### src/rtl/spi_arduino_pkg.sv
// Shared types and constants for the Arduino SPI link blocks.
package spi_arduino_pkg;

    localparam int SPI_FRAME_WIDTH = 16;
    localparam int SPI_SEQ_WIDTH   = 4;
    localparam int SPI_CNT_WIDTH   = 5;

    typedef enum logic [1:0] {
        TX_IDLE,
        TX_SHIFT,
        TX_DONE
    } spi_tx_state_t;

endpackage

### src/rtl/spi_tx_frame_builder.sv
// Combinational frame assembly: {sequence tag, payload}, optionally followed by an even-parity bit.
module spi_tx_frame_builder
    import spi_arduino_pkg::*;
#(
    parameter int FRAME_WIDTH = SPI_FRAME_WIDTH,
    parameter int SEQ_WIDTH   = SPI_SEQ_WIDTH,
    parameter int PARITY_EN   = 0
) (
    input  logic [SEQ_WIDTH-1:0]             seq,
    input  logic [FRAME_WIDTH-SEQ_WIDTH-1:0] payload,
    output logic [FRAME_WIDTH+PARITY_EN-1:0] frame_bits
);

    logic [FRAME_WIDTH-1:0] frame;

    always_comb begin
        frame = {seq, payload};
    end

    generate
        if (PARITY_EN != 0) begin : g_parity
            // XOR of all bits makes the total count of ones (frame + parity) even.
            always_comb begin
                frame_bits = {frame, ^frame};
            end
        end else begin : g_no_parity
            always_comb begin
                frame_bits = frame;
            end
        end
    endgenerate

endmodule

### src/rtl/spi_arduino_tx.sv
// spi_arduino_tx: SPI mode-1 responder shifting a sequence-tagged status frame out on SDI, MSB first.
// Define SPI_ARDUINO_TX_PARITY_EN to append an even-parity bit after the frame LSB.
module spi_arduino_tx
    import spi_arduino_pkg::*;
#(
    parameter int FRAME_WIDTH = SPI_FRAME_WIDTH,
    parameter int SEQ_WIDTH   = SPI_SEQ_WIDTH
) (
    input  logic                             input_SPI_SCLK,
    input  logic                             reset_n,
    input  logic                             input_SPI_CS_n,
    input  logic [FRAME_WIDTH-SEQ_WIDTH-1:0] input_statusWord,
    output logic                             output_SPI_SDI,
    output logic                             output_SPI_SDI_oe,
    output logic                             output_txBusy,
    output logic                             output_txDone,
    output logic                             output_txAbort,
    output logic [SEQ_WIDTH-1:0]             output_sequence
);

`ifdef SPI_ARDUINO_TX_PARITY_EN
    localparam int PARITY_EN = 1;
`else
    localparam int PARITY_EN = 0;
`endif
    localparam int TOTAL_BITS = FRAME_WIDTH + PARITY_EN;
    localparam logic [SPI_CNT_WIDTH-1:0] TOTAL_CNT = SPI_CNT_WIDTH'(TOTAL_BITS);

    spi_tx_state_t                state_q, state_d;
    logic [TOTAL_BITS-2:0]        shift_reg_q, shift_reg_d;
    logic [SPI_CNT_WIDTH-1:0]     bit_count_q, bit_count_d;
    logic [SEQ_WIDTH-1:0]         seq_q, seq_d;
    logic                         chipselect_q, chipselect_d;
    logic                         cs_hold_q, cs_hold_d;
    logic                         sdi_q, sdi_d;
    logic                         tx_done_q, tx_done_d;
    logic                         tx_abort_q, tx_abort_d;

    logic [TOTAL_BITS-1:0]        frame_bits;
    logic                         start;

    spi_tx_frame_builder #(
        .FRAME_WIDTH (FRAME_WIDTH),
        .SEQ_WIDTH   (SEQ_WIDTH),
        .PARITY_EN   (PARITY_EN)
    ) u_frame_builder (
        .seq        (seq_q),
        .payload    (input_statusWord),
        .frame_bits (frame_bits)
    );

    // A reset landing inside a held-low transaction must not restart mid-transaction,
    // so cs_hold blocks starts until CS_n has been seen high once.
    always_comb begin
        start = chipselect_q & ~input_SPI_CS_n & ~cs_hold_q;
    end

    always_comb begin
        state_d      = state_q;
        shift_reg_d  = shift_reg_q;
        bit_count_d  = bit_count_q;
        seq_d        = seq_q;
        chipselect_d = input_SPI_CS_n;
        cs_hold_d    = cs_hold_q & ~input_SPI_CS_n;
        sdi_d        = 1'b0;
        tx_done_d    = 1'b0;
        tx_abort_d   = 1'b0;

        case (state_q)
            TX_IDLE: begin
                if (start) begin
                    sdi_d       = frame_bits[TOTAL_BITS-1];
                    shift_reg_d = frame_bits[TOTAL_BITS-2:0];
                    bit_count_d = SPI_CNT_WIDTH'(1);
                    state_d     = TX_SHIFT;
                end
            end
            TX_SHIFT: begin
                if (bit_count_q == TOTAL_CNT) begin
                    // Every bit has already been sampled, so completion beats a late CS_n rise.
                    tx_done_d = 1'b1;
                    seq_d     = seq_q + SEQ_WIDTH'(1);
                    state_d   = input_SPI_CS_n ? TX_IDLE : TX_DONE;
                end else if (input_SPI_CS_n) begin
                    tx_abort_d = 1'b1;
                    state_d    = TX_IDLE;
                end else begin
                    sdi_d       = shift_reg_q[TOTAL_BITS-2];
                    shift_reg_d = {shift_reg_q[TOTAL_BITS-3:0], 1'b0};
                    bit_count_d = bit_count_q + SPI_CNT_WIDTH'(1);
                end
            end
            TX_DONE: begin
                if (input_SPI_CS_n) begin
                    state_d = TX_IDLE;
                end
            end
            default: begin
                state_d = TX_IDLE;
            end
        endcase
    end

    always_ff @(posedge input_SPI_SCLK or negedge reset_n) begin
        if (!reset_n) begin
            state_q      <= TX_IDLE;
            shift_reg_q  <= '0;
            bit_count_q  <= '0;
            seq_q        <= '0;
            chipselect_q <= 1'b1;
            cs_hold_q    <= 1'b1;
            sdi_q        <= 1'b0;
            tx_done_q    <= 1'b0;
            tx_abort_q   <= 1'b0;
        end else begin
            state_q      <= state_d;
            shift_reg_q  <= shift_reg_d;
            bit_count_q  <= bit_count_d;
            seq_q        <= seq_d;
            chipselect_q <= chipselect_d;
            cs_hold_q    <= cs_hold_d;
            sdi_q        <= sdi_d;
            tx_done_q    <= tx_done_d;
            tx_abort_q   <= tx_abort_d;
        end
    end

    assign output_SPI_SDI    = sdi_q;
    assign output_SPI_SDI_oe = (state_q == TX_SHIFT);
    assign output_txBusy     = (state_q == TX_SHIFT);
    assign output_txDone     = tx_done_q;
    assign output_txAbort    = tx_abort_q;
    assign output_sequence   = seq_q;

endmodule

### config.mk
export PLATFORM = sky130hd
export DESIGN_NAME = spi_arduino_tx
export DESIGN_NICKNAME = d
export VERILOG_FILES = /design/src/rtl/spi_arduino_pkg.sv /design/src/rtl/spi_tx_frame_builder.sv /design/src/rtl/spi_arduino_tx.sv
export SDC_FILE = /design/constraint.sdc
export NUM_CORES = 1
export LEC_CHECK = 0
export ABC_CLOCK_PERIOD_IN_PS = 2100
export CAP_MARGIN = 10
export CORE_MARGIN = 4
export CORE_UTILIZATION = 52
export DETAILED_ROUTE_END_ITERATION = 8
export GPL_TIMING_DRIVEN = 0
export PLACE_DENSITY = 0.78
export REMOVE_ABC_BUFFERS = 1
export SYNTH_ARGS = -nofsm -noshare
export SYNTH_HDL_FRONTEND = slang
export SYNTH_SLANG_ARGS = --single-unit
### constraint.sdc
create_clock -name input_SPI_SCLK -period 2.1 [get_ports input_SPI_SCLK]
set_clock_uncertainty 0.05 [all_clocks]
set_input_delay 0.21 -clock input_SPI_SCLK [delete_from_list [all_inputs] [get_ports input_SPI_SCLK]]
set_output_delay 0.21 -clock input_SPI_SCLK [all_outputs]
set_load 0.005 [all_outputs]
== After elaboration in Yosys (flattened, before gate mapping) ==
Index checks and enable logic that the tools add are counted.

* Output and inout bits: 9
* Logic and storage cells: 48
* Bits of input ports: 15
* Bits in registers: 31

* Add/sub/neg operators: 2
* Bitwise logic cells: 5
* Multiplexer cells: 22
* Reductions and logical operators: 4
* Equality and inequality tests: 6

{| class="wikitable"
|+ Operator list
! cell !! number
|-
| 15-bit two-way mux || 3
|-
| 15-bit case mux with 2 select lines || 1
|-
| 5-bit two-way mux || 3
|-
| 5-bit case mux with 2 select lines || 1
|-
| 1-bit two-way mux || 8
|-
| 2-bit two-way mux || 4
|-
| 2-bit != test, second input constant || 3
|-
| 2-bit case mux with 3 select lines || 1
|-
| 5-bit by 1-bit adder with 5-bit output, second input constant || 1
|-
| 5-bit equality test, second input constant || 1
|-
| 4-bit by 1-bit adder with 4-bit output, second input constant || 1
|-
| 4-bit AND reduction || 1
|-
| 1-bit bitwise AND || 3
|-
| 2-bit by 1-bit equality test with 1-bit output, second input constant || 1
|-
| 2-bit equality test, second input constant || 1
|-
| 2-bit logical NOT || 1
|-
| 1-bit NOT || 2
|-
| 1-bit case mux with 2 select lines || 1
|-
| 2-bit AND reduction || 1
|-
| 2-bit nonzero test || 1
|}

== Longest topological paths before layout ==
Gate-level depths: netlist of run 1.

* Word-level depth: 5
* Mapped depth: 6
* Mapped depth without buffers: 5

== Hierarchy ==
Synthesis of run 1 repeated with hierarchy kept, for this count alone.

* Cells, all modules: 155
* Area total of the unflattened synthesis: 1624.1 µm²

{| class="wikitable"
|+ Modules (own cells, without submodules)
! module !! cells an instance !! area an instance (µm²) !! instances
|-
| spi_arduino_tx || 139 || 1503.9 || 1
|-
| spi_tx_frame_builder || 16 || 120.1 || 1
|}

== Worst setup path after synthesis of run 1 ==
OpenSTA, ideal clock, no wires.

* Path kind: input to register
* Start: in chipselect_q
* End: reg shift_reg_q[4]
* Stages on the path: 5
* Path slack: 0.230 ns
* Data arrival time: 1.695 ns
* Library setup time: 0.125 ns
* Path buffers: 1
* Cells stage by stage: dfstp_2 > or4b_4 > o2bb2ai_4 > buf_12 > mux2_4

* Cells in the longest elaborated chain, start to end: 4

{| class="wikitable"
|+ RTL lines
! item !! line !! RTL
|-
| start: declaration || spi_arduino_tx.sv:33 || <nowiki>logic chipselect_q, chipselect_d;</nowiki>
|-
| 1-bit bitwise AND (2 in series) || spi_arduino_tx.sv:55 || <nowiki>start = chipselect_q & ~input_SPI_CS_n & ~cs_hold_q;</nowiki>
|-
| 2-bit != test (no source line) || - ||
|-
| 4-bit AND reduction (no source line) || - ||
|-
| end signal: assignment || spi_arduino_tx.sv:117 || <nowiki>shift_reg_q <= shift_reg_d;</nowiki>
|-
| end: declaration || spi_arduino_tx.sv:30 || <nowiki>logic [TOTAL_BITS-2:0] shift_reg_q, shift_reg_d;</nowiki>
|}

Every way passes these cells.
A chain may end at the register's enable or synchronous reset.

== Worst setup path in the final report of run 1 ==
* Start: in state_q[1]
* End: out output_SPI_SDI_oe

* Cells in the longest elaborated chain, start to end: 1

{| class="wikitable"
|+ RTL lines
! item !! line !! RTL
|-
| start: declaration || spi_arduino_tx.sv:29 || <nowiki>spi_tx_state_t state_q, state_d;</nowiki>
|-
| 2-bit by 1-bit equality test with 1-bit output || spi_arduino_tx.sv:129 || <nowiki>assign output_SPI_SDI_oe = (state_q == TX_SHIFT);</nowiki>
|-
| end: declaration || spi_arduino_tx.sv:14 || <nowiki>output logic output_SPI_SDI_oe,</nowiki>
|}

Every way passes these cells.

==> results.md, run 1 <==
* Cell Area, Synth at 1503 um^2
* RSZ-0062 raised after global routing: false
* WP data arrival at 1740 ps
* Fin nets at between 150 and 200
* Most common cell after layout, fill and taps aside: dfrtp_1
* Vias/cell at about 5.4
* Antenna Nets Post-Route at 0
* H-tree lvl count at 2
* Syn Area/Cell at about 14 um^2
* Worst-path maximum fanout at 19
* Hold WC Path Type: in2async
* Max-Cap Viols at 0
* Yosys reg bits at 31
* # diodes at 0
* Syn Inst Count at around 110
* Dpl ws at -369.0 ps
* Slew headroom at between 50% and 60%
* Synth area leaders: dfrtp_1 (48%), mux2_2 (17%), mux2_4 (6.0%)
* Remaining Overflow, GRT at 0
* Yosys cell types at 34
* Die Area at roughly 3800 um^2
* Initial Util at between 50% and 60%
* Reg2Reg Depth at 4
* Die width at roughly 62 um
* Final wirelength at roughly 2600 um
* Largest net degree at the start of global routing at 20
* Final setup violation count at 0
* Initial antenna violation count at 0
* WP data required at between 1500 and 2000 ps
* Pins Over Slew Limit at 0
* F_max at approximately 500 MHz
* Area of the core at ~2800 um^2
* Fin Hold WS at 258.9 ps
* Placed cell count at 160
* Critical Path End Type: primary output
* CTS root buf: clkbuf_4
* Vias at 913
* Fin crit share at between 90 and 100%
* Average wire per standard cell at ~15 um
* Number of global-route vias before repair at between 900 and 1k
* Final min period at 1996 ps
* Proportion of layout cells with a drive suffix above 1 at between 30% and 40%
* Num CTS Buffers at 5
* Final cell count without fillers at between 150 and 200
* DRC viols at 0
* DRT iter0 DRCs at 60
* Port Buffers at 23
* First-pass GRT wire length at between 4000 and 5000 um
* Reg-to-reg slack, setup at about 210 ps
* Number of clock sinks at 31
* Die Y at a little over 60 um
* Commonest cells after routing, fill and taps aside: dfrtp_1 (29), mux2_2 (23), clkdlybuf4s50_1 (23), mux2_4 (6)
* Yosys warns at 0
* Fin Setup TNS at 0 ps
* Io pins at 24
* Power density over cell area at slightly above 800 nW/um^2
* Worst Tran Pin Value at 712.9 ps
* Clock Path Buffers at 2
* Area growth from synthesis to layout at 23.81%
* Final hold viol count at 0
* Routability cong. at ~0.79
* Core Rows at 19
* Synth area leader: dfrtp_1
* Maximum VDD drop at a little over 0.8 mV
* Status: complete, no violations
* Worst setup margin at ~100 ps
* CTS tree: done
* Worst-path clk slew at ~90 ps
* GRT Util Overall at between 10% and 20%
* Worst-skew pair later-pin latency at about 320 ps
* Crit path kind: reg2out
* Leakage at just over 0.8 nW
* Setup crit start kind: register
* Area fraction of the dominant cell type after synthesis at 48.29%
* 1st-pass router iterations at 3
* Detailed Place HPWL at about 1800 um
* Sequential share of the synthesized area at between 50% and 60%
-- power by group --
part           internal [mW]  switching, mW  total, mW  leakage (nW)
combinational          0.228          0.124      0.352         0.379
clock                  0.197          0.193      0.390        0.0386
sequential             0.711         0.0734      0.784         0.393
-- sequential cells by signal (all words and copies together), names as in the netlist --
name and cells:
cs_hold_q 1, chipselect_q 1, bit_count_q 5, output_txDone 1, state_q 2, output_sequence 4
output_SPI_SDI 1, output_txAbort 1, shift_reg_q 15
-- Yosys cell counts --
library cell,n
a311o_1,1
buf_12,1
or3_1,1
nand2b_1,2
a22o_1,1
dfstp_2,2
o31ai_1,1
nor3_1,2
ha_1,3
nand2_1,3
mux2_2,23
buf_4,1
inv_1,5
o2bb2ai_1,2
and2b_2,1
dfrtp_1,29
nor4bb_1,1
nand4bb_1,1
inv_2,1
o21ai_0,1
nand3b_1,1
or4b_4,1
nor3b_1,1
nor2_1,1
o21a_1,1
mux2_4,6
and3_2,1
nand4bb_2,1
xor2_1,1
a21oi_1,4
xnor2_1,2
buf_6,1
nand3_1,4
o2bb2ai_4,1
-- logic make-up after synthesis --
kind of cell | share of synthesized area (%)
XOR/XNOR | 1.749
AO/OA/AOI/OAI | 6.912
multiplexers | 23.23
flip-flops | 51.79
buffers and inverters | 4.080
adder cells (fa/ha/maj) | 2.498
AND/OR/NAND/NOR | 9.743
-- timing repair --
action	4_1_cts	5_1_grt
pin swaps	1	1
hold endpoints to repair	0	0
setup endpoints to repair	10	13
buffers inserted	0	1
resized for setup	1	2
hold buffers	0	0
-- cell type report --
class | instances | area [um^2]
tap | 31 | 38.79
inverter | 6 | 27.53
clock buffer | 8 | 68.82
sequential | 31 | 778.2
multi-input combinational | 68 | 669.4
timing repair buffer | 25 | 277.8
fill | 208 | 897.1
-- worst max-delay path: stages, from the launching register on --
cell             delay [ps]
dfrtp_1                 430
nand2b_1                250
clkinv_4                200
clkdlybuf4s50_1         530
-- per-stage QoR --
step	utilization, %	power, mW	area (um^2)
2_1_floorplan	-	1.020	1464
3_3_place_gp	62.84	1.108	1733
3_5_place_dp	63.84	1.134	1760
4_1_cts	66.42	1.533	1832
5_1_grt	67.47	1.615	1861
6_report	67.47	1.526	1861
-- path summary, 6_finish.rpt --
| check | start | end |
|---|---|---|
| hold / removal | reset_n | state_q[0] |
| min in group input_SPI_SCLK | input_statusWord[0] | shift_reg_q[0] |
| setup / recovery | state_q[1] | output_SPI_SDI_oe |
| max in group asynchronous | reset_n | shift_reg_q[7] |
| setup reg to reg | state_q[1] | shift_reg_q[12] |
| hold reg to reg | output_sequence[3] | output_sequence[3] |
-- per-layer routing --
metal / part of all wire, % / vias to the layer above / global-route usage [%]
met3: 6.2 / 2 / 7.025
met4: 0.43 / 0 / 4.545
met1: 45 / 447 / 19.79
li1: - / 446 / -
met5: 0 / - / 0
met2: 48 / 18 / 24.96
Power figures use the tool's default switching activity.
==> run 2, diff against run 1 <==
--- a/config.mk
+++ b/config.mk
@@ -13,6 +13,7 @@
 export GPL_TIMING_DRIVEN = 0
 export PLACE_DENSITY = 0.78
 export REMOVE_ABC_BUFFERS = 1
+export SLEW_MARGIN = 20
 export SYNTH_ARGS = -nofsm -noshare
 export SYNTH_HDL_FRONTEND = slang
 export SYNTH_SLANG_ARGS = --single-unit
==> results.md, run 2 (same netlist as run 1, synthesis figures left out) <==
* Status: complete, no violations
* Pins Over Slew Limit at 0
* Worst setup margin at 103.8 ps
* Slowest cell on the critical path: clkdlybuf4s50_1
* H-tree lvl count at 2
* Sequential standard cell area at 778.2 um^2
* Max-Cap Viols at 0
* Critical Path End Type: primary output
* Number of clock sinks at 31
* Most common cell after layout, fill and taps aside: dfrtp_1
* CTS root buf: clkbuf_4
* Vias at roughly 940
* Area occupied by multi-input gates at approximately 670 um^2
* Port Buffers at 23
* Design area at around 1800 um^2
* Area after DPL at between 1500 and 2000 um^2
* CP max stage delay at around 530 ps
* Hold WC Path Type: in2async
* # diodes at 0
* CTS tree: done
* Maximum VDD drop at a little over 0.7 mV
* Clock Path Buffers at 2
* Num CTS Buffers at 5
* Worst Tran Pin Value at about 660 ps
* Largest net degree at the start of global routing at 32
* F_max at 500.9 MHz
* Io pins at 24
* WP data required at roughly 1800 ps
* Dpl ws at -373.5 ps
* Worst-path clk slew at ~90 ps
* Die Area at between 3000 and 4000 um^2
* Worst-skew pair later-pin latency at 330 ps
* Detailed Place HPWL at ~1800 um
* Average wire per standard cell at about 15 um
* RSZ-0062 raised after global routing: false
* Reg2Reg Depth at 4
* Slew headroom at a little under three fifths
* FILL cells at 210
* Vias/cell at about 5.6
* Largest register by flop count: shift_reg_q
* Worst r2r src: state_q[0]
* CP startpoint: state_q[1]
* Initial Util at about 54%
* Fin crit share at a little over nine tenths
* Final hold viol count at 0
* Leakage at 0.7979 nW
* Fin nets at around 160
* Core Rows at 19
* Power density over cell area at between 800 and 900 nW/um^2
* Area growth from synthesis to layout at 21.48%
* WP data arrival at between 1500 and 2000 ps
* Antenna Nets Post-Route at 0
* Grt peak-use layer: met2
* Remaining Overflow, GRT at 0
* Final min period at 1996 ps
* CP Cell Sequence: nand2b_1 > clkinv_4 > clkdlybuf4s50_1
* First-pass GRT wire length at 4347 um
* Worst-path maximum fanout at 19
* Commonest cells after routing, fill and taps aside: dfrtp_1 (29), mux2_2 (23), clkdlybuf4s50_1 (22), mux2_4 (6)
* Met1 Use GR at a little under a fifth
* GRT Util Overall at between 15 and 20%
* GR Util met3 at around 4.5%
* 1st-pass router iterations at 4
* Tot Pwr at about 1.5 mW
* Proportion of layout cells with a drive suffix above 1 at between 30% and 40%
* DRC viols at 0
* Die Y at between 60 and 70 um
* Met2 Use GR at about a quarter
* Crit path kind: reg2out
* Final wirelength at 2550 um
* Die width at 61.76 um
* Area of the core at between 2000 and 3000 um^2
* Fin Setup TNS at 0 ps
* Initial antenna violation count at 0
* DRT iter0 DRCs at 22
* Number of global-route vias before repair at approximately 1k
* Setup crit start kind: register
* Final setup violation count at 0
* Largest register FFs at 15
* Routability cong. at between 0.7 and 0.8
[run 2: final cells by class]
| class | instances | area share [%] |
|---|---|---|
| Clock buffer | 6 | 2.810 |
| Sequential cell | 31 | 42.63 |
| Tap cell | 31 | 2.125 |
| Clock inverter | 1 | 0.2742 |
| Timing Repair Buffer | 25 | 13.98 |
| Multi-Input combinational cell | 68 | 36.67 |
| Inverter | 6 | 1.508 |
[run 2: routing by layer]
metal	share of wire [%]	vias to the layer above
met1	44	456
met5	0	-
li1	-	445
met4	2.4	0
met2	48	30
met3	5.5	8
[run 2: worst paths after layout]
| check | end | slack [ps] |
|---|---|---|
| setup / recovery | output_SPI_SDI_oe | 100 |
| hold / removal | shift_reg_q[0] | 400 |
| setup reg to reg | shift_reg_q[12] | 220 |
| hold reg to reg | output_sequence[3] | 450 |
| max in group asynchronous | shift_reg_q[1] | 1170 |
| min in group input_SPI_SCLK | shift_reg_q[0] | 400 |
[run 2: repair_timing]
action / in CTS / in global routing
setup endpoints to repair: 6 / 12
hold buffers: 1 / 0
buffers inserted: 0 / 1
gates resized for setup: 1 / 2
pin swaps: 1 / 1
hold endpoints to repair: 29 / 0
[run 2: power breakdown]
| part | total (mW) | internal (mW) | switching, mW | leakage [nW] |
|---|---|---|---|---|
| Clock | 0.351 | 0.155 | 0.196 | 0.0341 |
| Combinational | 0.346 | 0.223 | 0.122 | 0.371 |
| Sequential | 0.785 | 0.711 | 0.0739 | 0.393 |
| Total | 1.48 | 1.09 | 0.392 | 0.798 |
[run 2: metrics by stage]
step                      hold WS [ps]  cells  utilization [%]
after floorplan                 -135.6    105                -
after global placement           435.3    159            62.84
after detailed placement         239.6    159            62.66
after CTS                        390.8    167            65.15
after global routing             402.4    168            66.20
final                            397.1    168            66.20
[run 2: worst max-delay path: cells and delay by family (launching register included)]
kind	cells	cell delay (ps)
buffers and inverters	2	720
DFF	1	430
and+or+nand+nor	1	250
